## src/rtl/ec_point_unit.sv

```systemverilog
// rtl/ec_point_unit.sv - EC point add/sub/double sequencer over shared mul/mod/inv units
// Ports:
//   clk, rst                 clock, asynchronous active-high reset
//   start, op                launch (accepted only in IDLE); 00 add, 01 sub, 10 double, 11 reserved
//   p_pt, q_pt               operands {inf, y, x}, coordinates reduced
//   modulus, curve_a         prime p and curve coefficient a, latched with start
//   busy, done, err, r_pt    status, one-cycle done pulse, reserved-op flag, held result
//   mul_*, mod_*, inv_*      req/operand/done/result handshakes to the shared arithmetic units
module ec_point_unit #(
  parameter int W  = 64,
  parameter int PW = 2*W+1
) (
  input  logic            clk,
  input  logic            rst,
  input  logic            start,
  input  logic [1:0]      op,
  input  logic [PW-1:0]   p_pt,
  input  logic [PW-1:0]   q_pt,
  input  logic [W-1:0]    modulus,
  input  logic [W-1:0]    curve_a,
  output logic            busy,
  output logic            done,
  output logic            err,
  output logic [PW-1:0]   r_pt,
  output logic            mul_req,
  output logic [W-1:0]    mul_a,
  output logic [W-1:0]    mul_b,
  input  logic            mul_done,
  input  logic [2*W-1:0]  mul_res,
  output logic            mod_req,
  output logic [2*W+3:0]  mod_a,
  input  logic            mod_done,
  input  logic [W-1:0]    mod_res,
  output logic            inv_req,
  output logic [W-1:0]    inv_a,
  input  logic            inv_done,
  input  logic [W-1:0]    inv_res
);

  localparam int MW = 2*W+4;
  localparam logic [1:0] OP_SUB = 2'b01;
  localparam logic [1:0] OP_DBL = 2'b10;
  localparam logic [1:0] OP_RSV = 2'b11;
  localparam logic [PW-1:0] PT_INF = PW'(1) << (2*W);

  typedef enum logic [3:0] {
    S_IDLE, S_CLASSIFY, S_DY, S_DX, S_SQ, S_NUM, S_DEN, S_INV,
    S_LM, S_LR, S_L2, S_XR, S_YM, S_YR, S_DONE
  } state_t;

  state_t state, next_state, cls_next;

  // Latched operands and intermediates
  logic [W-1:0]   px, py, qx, qy, mod_r, a_r;
  logic           p_inf, q_inf, dbl_r, err_r, fresh;
  logic [1:0]     op_r;
  logic [W-1:0]   num_r, den_r, inv_r, lam_r, rx_r;
  logic [2*W-1:0] prod_r;

  logic [W-1:0]   qyp, ym_b;
  logic [PW-1:0]  cls_res;
  logic           cls_dbl;
  logic [MW-1:0]  ext_px, ext_py, ext_qx, ext_qyp, ext_prod, ext_a, ext_x2;

  // Effective Q.y: negated for subtraction, with -0 kept at 0
  assign qyp = (op_r == OP_SUB) ? ((qy == '0) ? '0 : mod_r - qy) : qy;

  // Px - Rx brought into [0,p) with a single conditional add so it fits the
  // W-bit multiplier port; congruent to Px - Rx + p, so the residue is unchanged.
  assign ym_b = (px >= rx_r) ? px - rx_r : px + (mod_r - rx_r);

  // Operands are non-negative, so zero-extension is the sign-extension;
  // differences are then formed in full MW-bit two's complement.
  assign ext_px   = MW'(px);
  assign ext_py   = MW'(py);
  assign ext_qx   = MW'(qx);
  assign ext_qyp  = MW'(qyp);
  assign ext_prod = MW'(prod_r);
  assign ext_a    = MW'(a_r);
  assign ext_x2   = dbl_r ? ext_px : ext_qx;

  // State register
  always_ff @(posedge clk or posedge rst) begin
    if (rst) state <= S_IDLE;
    else     state <= next_state;
  end

  // Operand classification, evaluated during CLASSIFY
  always_comb begin
    cls_next = S_DONE;
    cls_res  = '0;
    cls_dbl  = 1'b0;
    if (op_r == OP_RSV) begin
      cls_res = '0;
    end else if (op_r == OP_DBL) begin
      if (p_inf || py == '0) cls_res = PT_INF;
      else begin
        cls_next = S_SQ;
        cls_dbl  = 1'b1;
      end
    end else if (p_inf && q_inf) begin
      cls_res = PT_INF;
    end else if (p_inf) begin
      cls_res = PW'({1'b0, qyp, qx});
    end else if (q_inf) begin
      cls_res = PW'({1'b0, py, px});
    end else if (px == qx) begin
      if (py == qyp) begin
        cls_next = S_SQ;
        cls_dbl  = 1'b1;
      end else begin
        cls_res = PT_INF;
      end
    end else begin
      cls_next = S_DY;
    end
  end

  // Next-state logic
  always_comb begin
    next_state = state;
    case (state)
      S_IDLE:     if (start) next_state = S_CLASSIFY;
      S_CLASSIFY: next_state = cls_next;
      S_DY:       if (mod_done) next_state = S_DX;
      S_DX:       if (mod_done) next_state = S_INV;
      S_SQ:       if (mul_done) next_state = S_NUM;
      S_NUM:      if (mod_done) next_state = S_DEN;
      S_DEN:      if (mod_done) next_state = S_INV;
      S_INV:      if (inv_done) next_state = S_LM;
      S_LM:       if (mul_done) next_state = S_LR;
      S_LR:       if (mod_done) next_state = S_L2;
      S_L2:       if (mul_done) next_state = S_XR;
      S_XR:       if (mod_done) next_state = S_YM;
      S_YM:       if (mul_done) next_state = S_YR;
      S_YR:       if (mod_done) next_state = S_DONE;
      S_DONE:     next_state = S_IDLE;
      default:    next_state = S_IDLE;
    endcase
  end

  // Outputs: requests pulse on the entry cycle (fresh), operands held all state long
  always_comb begin
    busy    = (state != S_IDLE) && (state != S_DONE);
    done    = (state == S_DONE);
    err     = (state == S_DONE) && err_r;
    mul_req = 1'b0;
    mul_a   = '0;
    mul_b   = '0;
    mod_req = 1'b0;
    mod_a   = '0;
    inv_req = 1'b0;
    inv_a   = '0;
    case (state)
      S_DY:  begin mod_req = fresh; mod_a = ext_qyp - ext_py; end
      S_DX:  begin mod_req = fresh; mod_a = ext_qx - ext_px; end
      S_SQ:  begin mul_req = fresh; mul_a = px; mul_b = px; end
      S_NUM: begin mod_req = fresh; mod_a = (ext_prod << 1) + ext_prod + ext_a; end
      S_DEN: begin mod_req = fresh; mod_a = ext_py << 1; end
      S_INV: begin inv_req = fresh; inv_a = den_r; end
      S_LM:  begin mul_req = fresh; mul_a = num_r; mul_b = inv_r; end
      S_LR:  begin mod_req = fresh; mod_a = ext_prod; end
      S_L2:  begin mul_req = fresh; mul_a = lam_r; mul_b = lam_r; end
      S_XR:  begin mod_req = fresh; mod_a = ext_prod - ext_px - ext_x2; end
      S_YM:  begin mul_req = fresh; mul_a = lam_r; mul_b = ym_b; end
      S_YR:  begin mod_req = fresh; mod_a = ext_prod - ext_py; end
      default: ;
    endcase
  end

  // Datapath registers
  always_ff @(posedge clk or posedge rst) begin
    if (rst) begin
      fresh  <= 1'b0;
      px     <= '0;
      py     <= '0;
      qx     <= '0;
      qy     <= '0;
      p_inf  <= 1'b0;
      q_inf  <= 1'b0;
      op_r   <= '0;
      mod_r  <= '0;
      a_r    <= '0;
      dbl_r  <= 1'b0;
      err_r  <= 1'b0;
      num_r  <= '0;
      den_r  <= '0;
      inv_r  <= '0;
      lam_r  <= '0;
      rx_r   <= '0;
      prod_r <= '0;
      r_pt   <= '0;
    end else begin
      fresh <= (next_state != state);
      case (state)
        S_IDLE: if (start) begin
          px    <= p_pt[W-1:0];
          py    <= p_pt[2*W-1:W];
          p_inf <= p_pt[2*W];
          qx    <= q_pt[W-1:0];
          qy    <= q_pt[2*W-1:W];
          q_inf <= q_pt[2*W];
          op_r  <= op;
          mod_r <= modulus;
          a_r   <= curve_a;
        end
        S_CLASSIFY: begin
          dbl_r <= cls_dbl;
          err_r <= (op_r == OP_RSV);
          if (cls_next == S_DONE) r_pt <= cls_res;
        end
        S_DY, S_NUM:               if (mod_done) num_r  <= mod_res;
        S_DX, S_DEN:               if (mod_done) den_r  <= mod_res;
        S_SQ, S_LM, S_L2, S_YM:    if (mul_done) prod_r <= mul_res;
        S_INV:                     if (inv_done) inv_r  <= inv_res;
        S_LR:                      if (mod_done) lam_r  <= mod_res;
        S_XR:                      if (mod_done) rx_r   <= mod_res;
        S_YR:                      if (mod_done) r_pt   <= PW'({1'b0, mod_res, rx_r});
        default: ;
      endcase
    end
  end

endmodule

```

## config.mk

```make
export PLATFORM = sky130hd
export DESIGN_NAME = ec_point_unit
export DESIGN_NICKNAME = d
export VERILOG_FILES = /design/src/rtl/ec_point_unit.sv
export SDC_FILE = /design/constraint.sdc
export NUM_CORES = 2
export LEC_CHECK = 0
export ABC_AREA = 0
export BUFFER_PORTS_ARGS = -buffer_cell sky130_fd_sc_hd__buf_2
export CORE_AREA = 2 2 428 430
export CTS_BUF_LIST = sky130_fd_sc_hd__clkbuf_2
export CTS_CLUSTER_DIAMETER = 60
export DETAILED_ROUTE_END_ITERATION = 6
export DIE_AREA = 0 0 430 432
export GPL_TIMING_DRIVEN = 0
export PLACE_DENSITY = 0.72
export SYNTH_ARGS = -nofsm -noshare
export SYNTH_HDL_FRONTEND = slang
export SYNTH_SLANG_ARGS = --single-unit
```

## constraint.sdc

```tcl
create_clock -name clk -period 33.3 [get_ports clk]
set_clock_uncertainty 0.2 [all_clocks]
set_input_delay 1.665 -clock clk [delete_from_list [all_inputs] [get_ports clk]]
set_output_delay 1.665 -clock clk [all_outputs]
set_load 0.005 [all_outputs]
```

==> qor.txt, run 1 <==
GRT Total Usage: 0.708
Die height: 432 um
Hold_buf cts: 605
Placement row count: 157
Post-synthesis cell count: 11200
Synthesized area: 93400 sq um
Unique masters post-synth: 107
Syn avg cell area: 8.31 sq um
Detailed placer's ending HPWL: 486 mm
CTS root buffer: clkbuf_2
Primary FF master, synth: dfrtp_1
Exit stage: 5_1_grt
Post-synth EDFFs: 0
Status: stopped before the end
CTS Sinks: 972
Initial core utilization: 0.514
Synth async-reset ratio: 1.00
Syn_nets: 12800
IO buf count: 1107
Largest net degree at the start of global routing: 140
I/O pin cnt: 1109
#FFs+latches synth: 972
Stop err: [ERROR GRT-0232] Routing congestion too high. Check the congestion heatmap in the GUI.
Num CTS Buffers: 288
RePlAce Congestion: 1.26
Die Wd: 430 um
Seq/Total Area, Yosys: 0.261
CTS resizes: 0
Buffer depth of the longest clock path: 4
Initial antenna violation count: 160
Post-CTS setup buffer count: 0
H-Tree Depth: 5
Placed cells: 14800
Grt ovf: 69
Yosys Warn Count: 0
[cell usage after synthesis, types with 45 or more instances]
library cell / number / area (sq um)
xor2_1: 252 / 2210
a21oi_1: 858 / 4290
a22o_1: 98 / 858
nor2b_1: 75 / 469
o22ai_1: 63 / 394
nor4_1: 94 / 588
o21ai_0: 901 / 4510
a21o_1: 441 / 3310
nand2_1: 1002 / 3760
mux2i_1: 72 / 721
xnor2_1: 483 / 4230
ha_1: 769 / 9620
o221ai_1: 59 / 517
a222oi_1: 190 / 1900
and3_1: 106 / 663
o21a_1: 77 / 578
mux2_2: 518 / 5830
nand2b_1: 79 / 494
a211oi_1: 56 / 420
and2_1: 134 / 838
o21bai_1: 136 / 1020
nand3_1: 209 / 1050
nand4_1: 241 / 1510
clkbuf_1: 576 / 2160
inv_1: 762 / 2860
nor2_1: 710 / 2670
or3_1: 45 / 282
a31oi_1: 90 / 563
nor3_1: 163 / 816
o211ai_1: 92 / 691
a221oi_1: 173 / 1520
dfrtp_1: 972 / 24300
fa_1: 134 / 2680
[stage by stage]
step / instance area, sq um / setup slack [ns] / hold slack, ns
floorplan: 93400 / 4.09 / 0.242
global placement: 102000 / -5.85 / 0.273
detailed placement: 103000 / 20.48 / 0.279
CTS: 111000 / 18.41 / 0.00211
[kinds of logic after synthesis]
logic type,count (synthesis),synth area share
AO/OA/AOI/OAI,3647,0.258
flip-flops,972,0.261
buffers and inverters,1381,0.0558
AND/OR/NAND/NOR,3008,0.154
adder cells (fa/ha/maj),903,0.132
XOR/XNOR,736,0.0691
multiplexers,590,0.0702
[metal layers]
layer	track usage	GRT overflow
met3	0.481	3
met2	0.905	44
met1	0.714	9
met4	0.751	13
met5	0.225	0
==> inputs of run 2 (changes only) <==
Settings changed: CORE_AREA 2 2 428 430 to unset, CORE_UTILIZATION set to 40, CTS_BUF_LIST sky130_fd_sc_hd__clkbuf_2 to unset, CTS_CLUSTER_DIAMETER 60 to unset, DIE_AREA 0 0 430 432 to unset, PLACE_DENSITY 0.72 to unset, PLACE_DENSITY_LB_ADDON set to 0.15.
==> run 2 against run 1 <==
Net effect:
- the flow now finishes, with violations (DRC, capacitance limit, slew limit)
- synthesized cell count is the same
- area after synthesis is the same
==> qor.txt, run 2 <==
CTS resizes: 0
First-pass GRT wire length: 825 mm
Worst Path Arrival: 12.66 ns
Routed len/inst: 39.6 um
Synth Area in Compound Gates: 0.258
Area grow syn2layout: 15.5%
Status: complete, but fails checks
Antenna-violating nets left: 0
Synthesized area: 93400 sq um
Most frequent cell after synthesis: nand2_1
Worst setup margin: 18.77 ns
HP Class: reg2reg
Multi-input logic area: 64000 sq um
Most common cell after layout, fill and taps aside: buf_2
Hold_buf cts: 0
Slew margin rel.: -0.115
Synth async-reset ratio: 1.00
Most frequent cells in the layout: buf_2, nand2_1, dfrtp_1
Worst-Margin Slew: 1.67 ns
Largest Register: r_pt
Unique masters post-synth: 107
Clock Latency Late Sink: 0.87 ns
Simple logic cell fraction of the synthesized area: 0.154
Pre-CTS worst setup slack: 20.25 ns
Primary FF master, synth: dfrtp_1
Post-Route WL: 620 mm
Buffer depth of the longest clock path: 3
Crit share post-route: 0.436
Post-CTS setup buffer count: 0
Syn_nets: 12800
Fin. Hold Viols: 0
Met2 WL: 249 mm
Synth Area in XOR/XNOR: 0.0691
Critical path required time: 31.43 ns
Final net count: 14100
Syn avg cell area: 8.31 sq um
DRC viols: 69
IO buf count: 1107
Fin crit period: 14.53 ns
Drt first pass iters: 7
Post-synth top cells: nand2_1, dfrtp_1, o21ai_0
#FFs+latches synth: 972
CTS root buffer: clkbuf_16
Placement row count: 176
Top cell by count, worst path: o21ai_0
Die Wd: 485 um
CP max FO: 10
Initial core utilization: 0.404
Die height: 485 um
Fin. max-slew vios: 198
Num CTS Buffers: 114
Largest register FFs: 129
Seq/Total Area, Yosys: 0.261
Vias in the first global route: 99900
GRT Total Usage: 0.508
Via count: 105000
Fill cells: 23000
CP startpoint kind: register
Core area: 231000 sq um
Post-synth EDFFs: 0
RSZ-0062 raised after global routing: no
Largest net degree at the start of global routing: 132
H-Tree Depth: 3
Sequential cell area: 24300 sq um
Worst setup path class: reg2out
Failing checks: DRC, capacitance limit, slew limit
DRT iter0 DRCs: 15400
Post-synthesis adder-cell area fraction: 0.132
Multiplexer area fraction after synthesis: 0.0702
Layout cell share with drive strength beyond 1: 0.163
RePlAce Congestion: 1.13
Top flop regs: r_pt (129), prod_r (128)
DR top layer: met5
CTS Sinks: 972
Die area: 235000 sq um
Final setup viols: 0
Vias per cell: 6.73
Initial antenna violation count: 75
Yosys Warn Count: 0
I/O pin cnt: 1109
Clock-pin transition on the worst setup and hold timing paths: 0.06 ns
Grt ovf: 0
DRT met1 WL: 232 mm
Area after DPL: 104000 sq um
WL met3: 69.9 mm
Post-synthesis cell count: 11200
Synth top area share: 0.261
Max cap viols: 26
Crit end category: primary output
CTS tree: done
Dominant cell type by area after synthesis: dfrtp_1
Detailed placer's ending HPWL: 527 mm
Post-route cell area: 108000 sq um
Crit-path slowest cell: a211oi_1
Largest family of logic cells by synthesized area: compound AO/OA/AOI/OAI gates
Delay of the slowest critical-path stage: 1.13 ns
Top cells by area, synth: dfrtp_1, ha_1, mux2_2
Fmax: 0.0688 GHz
[run 2: cell counts after synthesis]
No cell type changed its count.
[run 2: area by class of cell]
cell class	count	area share
multi-input combinational	8884	0.594
sequential	972	0.226
timing repair buffer	1155	0.0579
tap	3026	0.0351
clock buffer	148	0.0296
inverter	764	0.0267
buffer	617	0.0221
clock inverter	68	0.00851
antenna	32	0.000743
[run 2: through the flow]
stage	hold slack (ns)	cells	setup TNS, ns	utilization
after global placement	0.263	15400	-6341.47	0.444
after CTS	0.288	15600	0	0.466
after floorplan	0.242	11200	0	-
after detailed placement	0.276	15400	0	0.448
after global routing	0.310	15600	0	0.466
final	0.284	15700	0	0.467
[run 2: metal layers]
layer,vias to the layer above,track usage
met2,7738,0.727
met1,52000,0.623
met4,46,0.459
li1,43800,-
met5,-,0
met3,1885,0.137
[run 2: kinds of logic after synthesis]
kind of cell | after synthesis
adders and majority gates | 903
buffers and inverters | 1381
and+or+nand+nor | 3008
muxes | 590
xor gates and xnor gates | 736
AOI/OAI and AO/OA | 3647
DFF | 972
[run 2: final timing paths]
kind                            cells after the start  slack, ns   endpoint  startpoint
worst max-delay path                               32      18.77  mod_a[77]    mod_r[0]
worst min-delay path                                2       0.28   r_pt[88]    r_pt[88]
worst max register to register                     29      21.18   r_pt[63]       qy[1]
worst min register to register                      2       0.28   r_pt[88]    r_pt[88]
max in group asynchronous                           5      30.11     qx[44]         rst
min in group asynchronous                           2       0.54   den_r[0]         rst
[run 2: critical path, delay by kind of cell, from the launching register on]
family,cells,cell delay [ns]
buffers and inverters,5,2.47
adders and majority gates,3,0.79
DFF,1,0.36
AOI/OAI and AO/OA,19,7.14
and+or+nand+nor,4,0.89
xor gates and xnor gates,1,0.13
Power of run 2 is left out: the tool's default activity adds up to more than one toggle a clock period on the data nets, which glitch-free logic cannot reach.
